### src/rtl/flash_cache_pkg.sv
// Shared types and constants for the flash line cache: FSM states, TileLink
// opcodes and line geometry.
package flash_cache_pkg;

    typedef enum logic [2:0] {
        S_IDLE,
        S_LOOKUP,
        S_REQ,
        S_FILL,
        S_RESP
    } state_e;

    localparam logic [2:0] GET             = 3'd4;
    localparam logic [2:0] PUT_FULL        = 3'd0;
    localparam logic [2:0] PUT_PARTIAL     = 3'd1;
    localparam logic [2:0] ACCESS_ACK      = 3'd0;
    localparam logic [2:0] ACCESS_ACK_DATA = 3'd1;

    localparam int         ADDR_W     = 24;
    localparam int         LINE_BYTES = 16;
    localparam int         BEATS      = 4;
    localparam int         OFFSET_W   = $clog2(LINE_BYTES);
    localparam int         WORD_W     = $clog2(BEATS);
    localparam logic [3:0] FILL_SIZE  = 4'd4;

    // Puts get a data-less ack; everything else unsupported gets AccessAckData.
    function automatic logic [2:0] deny_opcode(input logic [2:0] op);
        return (op == PUT_FULL || op == PUT_PARTIAL) ? ACCESS_ACK : ACCESS_ACK_DATA;
    endfunction

endpackage

### src/rtl/flash_cache_array.sv
// Direct-mapped tag/valid/data storage: combinational lookup, per-word write,
// per-line validate and a global flush.
module flash_cache_array
    import flash_cache_pkg::*;
#(
    parameter int LINES = 8,
    parameter int IDX_W = $clog2(LINES),
    parameter int TAG_W = ADDR_W - OFFSET_W - IDX_W
) (
    input  logic              clk_i,
    input  logic              rst_ni,
    input  logic              flush_i,
    input  logic [IDX_W-1:0]  rd_idx_i,
    input  logic [TAG_W-1:0]  rd_tag_i,
    input  logic [WORD_W-1:0] rd_word_i,
    output logic              rd_hit_o,
    output logic [31:0]       rd_data_o,
    input  logic              wr_en_i,
    input  logic [IDX_W-1:0]  wr_idx_i,
    input  logic [WORD_W-1:0] wr_word_i,
    input  logic [31:0]       wr_data_i,
    input  logic              val_en_i,
    input  logic [IDX_W-1:0]  val_idx_i,
    input  logic [TAG_W-1:0]  val_tag_i,
    input  logic              val_set_i
);

    logic [LINES-1:0] valid_q;
    logic [TAG_W-1:0] tag_q  [LINES];
    logic [31:0]      data_q [LINES][BEATS];

    assign rd_hit_o  = valid_q[rd_idx_i] && (tag_q[rd_idx_i] == rd_tag_i);
    assign rd_data_o = data_q[rd_idx_i][rd_word_i];

    // Flush wins over a same-cycle validate so a flushed fill never lands valid.
    always_ff @(posedge clk_i or negedge rst_ni) begin
        if (!rst_ni) begin
            valid_q <= '0;
        end else if (flush_i) begin
            valid_q <= '0;
        end else if (val_en_i) begin
            valid_q[val_idx_i] <= val_set_i;
        end
    end

    // NOTE: tags and data are guarded by valid_q, so they need no reset;
    // leaving them unreset lets them map onto plain RAM.
    always_ff @(posedge clk_i) begin
        if (wr_en_i) begin
            data_q[wr_idx_i][wr_word_i] <= wr_data_i;
        end
        if (val_en_i) begin
            tag_q[val_idx_i] <= val_tag_i;
        end
    end

endmodule

### src/rtl/flash_line_cache.sv
// Read-only direct-mapped line cache in front of the SPI flash controller:
// hits served locally, misses refilled with one 16-byte TL-UL burst Get.
module flash_line_cache
    import flash_cache_pkg::*;
#(
    parameter int TL_RS = 3,
    parameter int LINES = 8
) (
    input  logic             flash_clock_i,
    input  logic             flash_reset_ni,
    input  logic             flush_i,
    input  logic [2:0]       cpu_a_opcode,
    input  logic [3:0]       cpu_a_size,
    input  logic [TL_RS-1:0] cpu_a_source,
    input  logic [23:0]      cpu_a_address,
    input  logic             cpu_a_valid,
    output logic             cpu_a_ready,
    output logic [2:0]       cpu_d_opcode,
    output logic [3:0]       cpu_d_size,
    output logic [TL_RS-1:0] cpu_d_source,
    output logic             cpu_d_denied,
    output logic [31:0]      cpu_d_data,
    output logic             cpu_d_corrupt,
    output logic             cpu_d_valid,
    input  logic             cpu_d_ready,
    output logic [3:0]       mem_a_size,
    output logic [TL_RS-1:0] mem_a_source,
    output logic [23:0]      mem_a_address,
    output logic             mem_a_valid,
    input  logic             mem_a_ready,
    input  logic [2:0]       mem_d_opcode,
    input  logic [3:0]       mem_d_size,
    input  logic [TL_RS-1:0] mem_d_source,
    input  logic             mem_d_denied,
    input  logic [31:0]      mem_d_data,
    input  logic             mem_d_corrupt,
    input  logic             mem_d_valid,
    output logic             mem_d_ready
);

    localparam int IDX_W = $clog2(LINES);
    localparam int TAG_W = ADDR_W - OFFSET_W - IDX_W;

    state_e            state_q;
    logic              a_ready_q, d_valid_q, mem_a_valid_q, mem_d_ready_q;
    logic [2:0]        req_op_q;
    logic [3:0]        req_size_q;
    logic [TL_RS-1:0]  req_src_q;
    logic [23:0]       req_addr_q;
    logic [2:0]        d_opcode_q;
    logic              d_denied_q, d_corrupt_q;
    logic [31:0]       d_data_q;
    logic [WORD_W-1:0] beat_q;
    logic              err_q, flush_seen_q;

    logic [IDX_W-1:0]  req_idx;
    logic [TAG_W-1:0]  req_tag;
    logic [WORD_W-1:0] req_word;
    logic              a_fire, mem_a_fire, mem_d_fire, d_fire, last_beat;
    logic              req_deny, fill_err_d, line_hit;
    logic [31:0]       line_word;
    logic              unused_inputs;

    assign req_idx    = req_addr_q[OFFSET_W +: IDX_W];
    assign req_tag    = req_addr_q[ADDR_W-1 : OFFSET_W+IDX_W];
    assign req_word   = req_addr_q[OFFSET_W-1 -: WORD_W];
    assign a_fire     = cpu_a_valid && a_ready_q;
    assign mem_a_fire = mem_a_valid_q && mem_a_ready;
    assign mem_d_fire = (state_q == S_FILL) && mem_d_valid && mem_d_ready_q;
    assign d_fire     = d_valid_q && cpu_d_ready;
    assign last_beat  = mem_d_fire && (beat_q == WORD_W'(BEATS - 1));
    assign fill_err_d = err_q || mem_d_denied || mem_d_corrupt;
    assign req_deny   = (req_op_q != GET) || (req_size_q > 4'd2);

    // Response side-band fields of the flash controller carry nothing we use.
    assign unused_inputs = ^{mem_d_opcode, mem_d_size, mem_d_source, req_addr_q[1:0]};

    flash_cache_array #(.LINES(LINES)) u_array (
        .clk_i     (flash_clock_i),
        .rst_ni    (flash_reset_ni),
        .flush_i   (flush_i),
        .rd_idx_i  (req_idx),
        .rd_tag_i  (req_tag),
        .rd_word_i (req_word),
        .rd_hit_o  (line_hit),
        .rd_data_o (line_word),
        .wr_en_i   (mem_d_fire),
        .wr_idx_i  (req_idx),
        .wr_word_i (beat_q),
        .wr_data_i (mem_d_data),
        .val_en_i  (last_beat),
        .val_idx_i (req_idx),
        .val_tag_i (req_tag),
        .val_set_i (!fill_err_d && !flush_seen_q && !flush_i)
    );

    // NOTE: all state here is sequential, so every assignment is non-blocking;
    // a blocking '=' would leak a new value into later reads in this block.
    always_ff @(posedge flash_clock_i or negedge flash_reset_ni) begin
        if (!flash_reset_ni) begin
            state_q       <= S_IDLE;
            a_ready_q     <= 1'b0;
            d_valid_q     <= 1'b0;
            mem_a_valid_q <= 1'b0;
            mem_d_ready_q <= 1'b0;
            req_op_q      <= '0;
            req_size_q    <= '0;
            req_src_q     <= '0;
            req_addr_q    <= '0;
            d_opcode_q    <= '0;
            d_denied_q    <= 1'b0;
            d_corrupt_q   <= 1'b0;
            d_data_q      <= '0;
            beat_q        <= '0;
            err_q         <= 1'b0;
            flush_seen_q  <= 1'b0;
        end else begin
            case (state_q)
                S_IDLE: begin
                    a_ready_q <= 1'b1;
                    if (a_fire) begin
                        req_op_q   <= cpu_a_opcode;
                        req_size_q <= cpu_a_size;
                        req_src_q  <= cpu_a_source;
                        req_addr_q <= cpu_a_address;
                        a_ready_q  <= 1'b0;
                        state_q    <= S_LOOKUP;
                    end
                end
                S_LOOKUP: begin
                    if (req_deny) begin
                        d_opcode_q  <= deny_opcode(req_op_q);
                        d_denied_q  <= 1'b1;
                        d_corrupt_q <= 1'b0;
                        d_data_q    <= '0;
                        d_valid_q   <= 1'b1;
                        state_q     <= S_RESP;
                    end else if (line_hit) begin
                        d_opcode_q  <= ACCESS_ACK_DATA;
                        d_denied_q  <= 1'b0;
                        d_corrupt_q <= 1'b0;
                        d_data_q    <= line_word;
                        d_valid_q   <= 1'b1;
                        state_q     <= S_RESP;
                    end else begin
                        mem_a_valid_q <= 1'b1;
                        state_q       <= S_REQ;
                    end
                end
                S_REQ: begin
                    if (mem_a_fire) begin
                        mem_a_valid_q <= 1'b0;
                        mem_d_ready_q <= 1'b1;
                        beat_q        <= '0;
                        err_q         <= 1'b0;
                        flush_seen_q  <= 1'b0;
                        state_q       <= S_FILL;
                    end
                end
                S_FILL: begin
                    if (flush_i) begin
                        flush_seen_q <= 1'b1;
                    end
                    if (mem_d_fire) begin
                        beat_q <= beat_q + 1'b1;
                        err_q  <= fill_err_d;
                        if (beat_q == req_word) begin
                            d_data_q <= mem_d_data;
                        end
                        if (last_beat) begin
                            mem_d_ready_q <= 1'b0;
                            d_opcode_q    <= ACCESS_ACK_DATA;
                            d_denied_q    <= fill_err_d;
                            d_corrupt_q   <= fill_err_d;
                            d_valid_q     <= 1'b1;
                            state_q       <= S_RESP;
                        end
                    end
                end
                S_RESP: begin
                    if (d_fire) begin
                        d_valid_q <= 1'b0;
                        a_ready_q <= 1'b1;
                        state_q   <= S_IDLE;
                    end
                end
                default: state_q <= S_IDLE;
            endcase
        end
    end

    assign cpu_a_ready   = a_ready_q;
    assign cpu_d_opcode  = d_opcode_q;
    assign cpu_d_size    = req_size_q;
    assign cpu_d_source  = req_src_q;
    assign cpu_d_denied  = d_denied_q;
    assign cpu_d_data    = d_data_q;
    assign cpu_d_corrupt = d_corrupt_q;
    assign cpu_d_valid   = d_valid_q;
    assign mem_a_size    = FILL_SIZE;
    assign mem_a_source  = '0;
    assign mem_a_address = {req_addr_q[ADDR_W-1:OFFSET_W], {OFFSET_W{1'b0}}};
    assign mem_a_valid   = mem_a_valid_q;
    assign mem_d_ready   = mem_d_ready_q;

endmodule

### config.mk
export PLATFORM = sky130hd
export DESIGN_NAME = flash_line_cache
export DESIGN_NICKNAME = d
export VERILOG_FILES = /design/src/rtl/flash_cache_pkg.sv /design/src/rtl/flash_cache_array.sv /design/src/rtl/flash_line_cache.sv
export SDC_FILE = /design/constraint.sdc
export NUM_CORES = 1
export LEC_CHECK = 0
export CORE_AREA = 4 4 323 325
export DETAILED_ROUTE_END_ITERATION = 8
export DIE_AREA = 0 0 327 329
export HOLD_SLACK_MARGIN = 0.05
export SETUP_SLACK_MARGIN = 0.02
export SLEW_MARGIN = 20
export SYNTH_ARGS = -nofsm -noshare
export SYNTH_HDL_FRONTEND = slang
export SYNTH_HIERARCHICAL = 1
export SYNTH_SLANG_ARGS = --single-unit
export TNS_END_PERCENT = 1
### constraint.sdc
create_clock -name flash_clock_i -period 8.4 [get_ports flash_clock_i]
set_input_delay 2.52 -clock flash_clock_i [delete_from_list [all_inputs] [get_ports flash_clock_i]]
set_output_delay 2.52 -clock flash_clock_i [all_outputs]
set_load 0.02 [all_outputs]
# Yosys cells after proc, flatten, opt, wreduce, memory -nomap -nowiden

Memory sizes are Yosys's and may differ from the RTL's.
Index checks and enable logic that the tools add are counted.
Widths: inputs -> output; s select.

Magnitude comparators: 6
Reduce and logical (&&, ||, !) cells: 36
Add/subtract/negate cells: 1
Equal/unequal tests: 19
Multiplexer cells: 66
Bitwise operators: 2

Operators by type and width:

| kind               | number |
|---|---|
| $mux 32            | 7 |
| $mux 128           | 1 |
| $bmux 32 s2        | 1 |
| $demux 32 s2       | 1 |
| $pmux 32 s2        | 1 |
| $mux 3             | 11 |
| $mux 1             | 26 |
| $eq 17x17->1       | 1 |
| $mux 8             | 2 |
| $ne 2x2->1 const B | 8 |
| $reduce_and 4->1   | 4 |
| $pmux 3 s5         | 1 |
| $pmux 1 s2         | 7 |
| $logic_and 1x1->1  | 11 |
| $reduce_and 5->1   | 2 |
| $reduce_bool 2->1  | 5 |
| $bwmux 8           | 1 |
| $eq 3x1->1 const B | 2 |
| $eq 3x2->1 const B | 2 |
| $ge 3x3->1 const B | 2 |
| $logic_not 3->1    | 2 |
| $ne 3x3->1 const B | 2 |
| $not 2->3          | 2 |
| $pmux 3 s2         | 1 |
| other kinds (19)   | 27 |

Register bits: 90
Word-level logic and storage cells: 149
Bits in writable memories: 1160
Input port bits: 85
Output and inout port bits: 79
Memories: 2

Memory list:

| memory         | words | width | read ports | clocked after Yosys merged registers in | wr ports | line                    | source |
|---|---|---|---|---|---|---|---|
| u_array.data_q | 8     | 128   | 1          | 0                                       | 1        | flash_cache_array.sv:30 | `logic [31:0] data_q [LINES][BEATS];` |
| u_array.tag_q  | 8     | 17    | 1          | 0                                       | 1        | flash_cache_array.sv:29 | `logic [TAG_W-1:0] tag_q [LINES];` |

# Longest topological paths before layout

Word-level depth: 8
Gate-level depth with buffers: 13
Mapped depth without buffers: 9

# Modules after synthesis

Netlist, hierarchy kept.

Modules (own cells, without submodules):

| module            | cells each | instances | sequential area each (um^2) | area an instance (um^2) |
|---|---|---|---|---|
| flash_cache_array | 1772       | 1         | 35033.6                     | 44672.8 |
| flash_line_cache  | 286        | 1         | 1951.9                      | 3688.5 |

# Worst setup path after synthesis

Ideal clock, no wire load.

Path kind: input port to flip-flop
Start: in mem_d_valid
End: mem u_array/data_q[3][100] (netlist name), enable pin
Path buffers: 1
Slack: 3.158 ns
Data required time: 7.979 ns
Arrival time: 4.821 ns
Library setup time: 0.421 ns
Stages on the path: 5
Cells stage by stage: nand3_1 inv_1 or3b_2 clkbuf_1 nor2_1

Longest elaborated chain between the ends: 4

RTL lines:

| element                         | line                    | source |
|---|---|---|
| from (decl)                     | flash_line_cache.sv:37  | `input logic mem_d_valid,` |
| $logic_and 1x1->1 (2 in series) | flash_line_cache.sv:69  | `assign mem_d_fire = (state_q == S_FILL) && mem_d_valid && mem_d_ready_q;` |
| named net mem_d_fire            | flash_line_cache.sv:59  | `logic a_fire, mem_a_fire, mem_d_fire, d_fire, last_beat;` |
| $mux 1                          | flash_cache_array.sv:49 | `if (wr_en_i) begin` |
| $mux 128 (implied by the code)  | flash_cache_array.sv:50 | `data_q[wr_idx_i][wr_word_i] <= wr_data_i;` |
| to (decl)                       | flash_cache_array.sv:30 |  |

The timed path passes the listed nets, and every way through them passes these cells.

# Final worst setup path

Start: in mem_d_valid
End: mem u_array/data_q[2][56] (netlist name), enable pin

Same word-level chain as after synthesis.

==> metrics.md <==
| Metric | Value |
|---|---|
| Hold-fix buffers, CTS | 0 |
| Port Buf Inserts | 138 |
| Peak supply drop | 0.2627 mV |
| Dpl cells | 3511 |
| Synth Instances | 2058 |
| Drt via density | 5.909 |
| Crit-path leading delay family | simple AND/OR/NAND/NOR gates |
| Crit Path Max Fanout | 19 |
| Die Span Y | 329 um |
| Post-route DRC | 0 |
| Post-Synth Simple-Gate Area | 0.01115 |
| Total track usage | 0.2054 |
| Initial antenna violation count | 2 |
| Top Ports | 164 |
| Mapped cell area | 48360 um2 |
| Required time of the critical path | 8.80 ns |
| Leak pwr | 17.74 nW |
| Hold Startpoint | err_q$_DFFE_PN0P_ |
| Layout cells sized above 1 | 0.3193 |
| Clock skew | 0.03297 ns |
| Largest net degree at the start of global routing | 148 |
| Ys Warns | 6 |
| Die area | 107600 um2 |
| Crit path cell chain | clkdlybuf4s50_1 -> nand3_1 -> inv_1 -> nand3b_1 -> nor2_4 -> buf_4 |
| Final Hold Violating Endpoints | 0 |
| Final setup vio count | 0 |
| Library cells used by synthesis | 46 |
| Worst R2R Setup Slack | 3.73 ns |
| Post-synthesis adder-cell area fraction | 0.0002587 |
| Ant. Diodes | 0 |
| Post-synthesis register bit count | 1246 |
| Non-Filler Instances | 3745 |
| GRT overflow | 0 |
| Crit path kind | primary input to register |
| Clk buf depth | 3 |
| DPL Wire Length | 60070 um |
| Row Count | 117 |
| Worst setup margin | 3.210 ns |
| Post-synthesis xor/xnor area fraction | 0.003441 |
| Final wirelength | 108400 um |
| Setup TNS | 0 ns |
| Die width | 327 um |
| Area growth syn-to-layout | 14.94% |
| TritonRoute pass-1 iters | 5 |
| Status | complete, no violations |
| Slowest-stage cell, CP | nor2_4 |
| Unrepaired setup endpoints after global routing | false |
| Post-synthesis sequential area ratio | 0.7648 |
| H-tree depth | 4 |
| Least-Margin Pin Slew | 1.077 ns |
| Critical Path Start | mem_d_valid |
| Critical path data arrival time | 5.59 ns |
| Clock sinks | 1246 |
| Slew HR | 0.2801 |
| Vias in the first global route | 22960 |
| Primary FF master, synth | edfxtp_1 |
| Hold Crit Class | register to register |
| Largest family of logic cells by synthesized area | multiplexers |
| First-pass GRT wire length | 159500 um |
| Fillers | 7611 |
| Fmax | 0.1927 GHz |
| Initial core utilization | 0.4767 |
| Root buf cell | clkbuf_16 |
| Number of max-cap violations | 0 |
| Tcrit/Tclk final | 0.6179 |
| Compound-Gate Fraction of Synth Area | 0.009469 |
| 1st-iter DRT viols | 1954 |
| Post-CTS sizing | 0 |
| Pwr/cell area | 311.3 nW/um2 |
| Clock insertion delay at the later pin of the skew report | 0.74 ns |
| Fin area | 55580 um2 |
| Area post-placement | 51620 um2 |
| Post-synth EDFFs | 1160 |
| CP startpoint kind | primary input |
| Peak per-stage delay on the critical path | 1.06 ns |
| Final Critical Period | 5.190 ns |
| Antenna-violating nets left | 0 |
| TritonCTS Buffers | 131 |
| Vias | 22130 |
| NumNets Final | 2363 |
| Avg WL per Cell | 28.95 um |
| Async SR Flop Fraction | 0.06902 |
| TritonCTS clock tree | done |
| R2r startpoint | req_addr_q[5]$_DFFE_PN0P_ |
| Clock-pin slew on the worst setup and hold paths | 0.06 ns |
| Pre-CTS WS | 2.484 ns |
| Avg Inst Size Synth | 23.50 um2 |
| CP Capture Type | register |
| Mux contribution to synthesized area | 0.1932 |
| # Post-CTS Setup Buffers | 0 |
| Placer Congestion | 0.7590 |
| Std-Cell Core Area | 101400 um2 |
| Critical path buffers and inverters | 3 |
| Final-report max-slew violation count | 0 |
-- synth_stat cells (4+ instances only) --
library cell,count,share of area
xor2_1,10,0.0018
buf_2,22,0.0023
buf_1,15,0.0012
mux2_2,92,0.021
nand3b_1,5,0.00078
mux2i_1,30,0.0062
nor4_1,4,0.00052
o21ai_0,8,0.00083
nand3_1,6,0.00062
nor3_1,5,0.00052
a22o_1,32,0.0058
a21oi_1,8,0.00083
nand2_1,22,0.0017
xnor2_1,9,0.0016
mux2_1,5,0.0012
buf_6,10,0.0023
nor2_1,45,0.0035
mux4_2,353,0.16
buf_4,57,0.0088
dfrtp_1,86,0.044
clkbuf_1,35,0.0027
edfxtp_1,1160,0.72
-- cell usage in the layout, fill, tap and decap left out, drive strengths merged, types with 10 or more instances in the layout --
master	synthesis	final
a22o	32	32
nand2	22	22
inv	3	10
nor2	45	45
dfrtp	86	86
edfxtp	1160	1160
xor2	10	10
clkinv	0	46
clkdlybuf4s50	0	120
conb	2	13
mux2i	30	30
mux2	97	97
mux4	353	353
buf	104	94
clkbuf	35	174
-- report_power, final --
part | internal [mW] | switching (mW) | total [mW]
clock network | 3.13 | 2.29 | 5.42
logic | 2.38 | 2.20 | 4.59
registers | 7.02 | 0.278 | 7.30
-- metal layers --
metal	global-route usage	vias to the layer above	share of wire
met1	0.2885	12010	0.41
met3	0.04188	138	0.072
met4	0.04994	2	0.018
met5	0.007098	-	0.00099
met2	0.3358	831	0.50
li1	-	9146	-
-- cells by family after synthesis --
| family | Yosys count |
|---|---|
| AOI/OAI and AO/OA | 58 |
| xor gates and xnor gates | 19 |
| adders and majority gates | 1 |
| buffers and inverters | 142 |
| DFF | 1246 |
| muxes | 480 |
| other | 2 |
| and+or+nand+nor | 110 |
-- final timing paths --
| kind | to | cells past startpoint |
|---|---|---|
| min in group asynchronous | req_addr_q[22]$_DFFE_PN0P_ | 1 |
| worst min register to register | err_q$_DFFE_PN0P_ | 2 |
| worst min-delay path | err_q$_DFFE_PN0P_ | 2 |
| worst max register to register | cpu_d_opcode[0]$_DFFE_PN0P_ | 10 |
| max in group asynchronous | req_addr_q[2]$_DFFE_PN0P_ | 2 |
| worst max-delay path | u_array/data_q[2][56]$_DFFE_PP_ | 6 |
-- state kept, by name (all words and copies together), names as in the netlist --
register and flops:
beat_q 2, cpu_a_ready 1, cpu_d_corrupt 1, cpu_d_data 32, cpu_d_denied 1, cpu_d_opcode 1, cpu_d_size 4, cpu_d_source 3
cpu_d_valid 1, err_q 1, flush_seen_q 1, mem_a_valid 1, mem_d_ready 1, req_addr_q 22, req_op_q 3, state_q 3
u_array/data_q 1024, u_array/tag_q 136, u_array/valid_q 8
-- layout make-up --
cell class | instances | area [um2] | area share
repair buffers | 214 | 2002 | 0.03602
clock buffers | 174 | 3586 | 0.06451
well taps | 1368 | 1712 | 0.03079
multi-input cells | 681 | 10830 | 0.1949
clock inverters | 59 | 439.2 | 0.007901
inverters | 3 | 11.26 | 0.0002026
flip-flops and latches | 1246 | 37000 | 0.6657
-- metrics by stage --
step             util  hold slack [ns]  power (mW)
2_1_floorplan       -           0.4326       10.80
3_3_place_gp   0.5077           0.4826       12.03
3_5_place_dp   0.5088           0.4886       12.10
4_1_cts        0.5485           0.5016       17.56
5_1_grt        0.5479           0.5172       18.09
6_report       0.5479           0.4954       17.30
-- worst min-delay path, stage by stage (launching register included) --
cell	delay, ns
dfrtp_1	0.35
nand2_1	0.05
nand2_1	0.06
(Power assumes the default switching activity.)
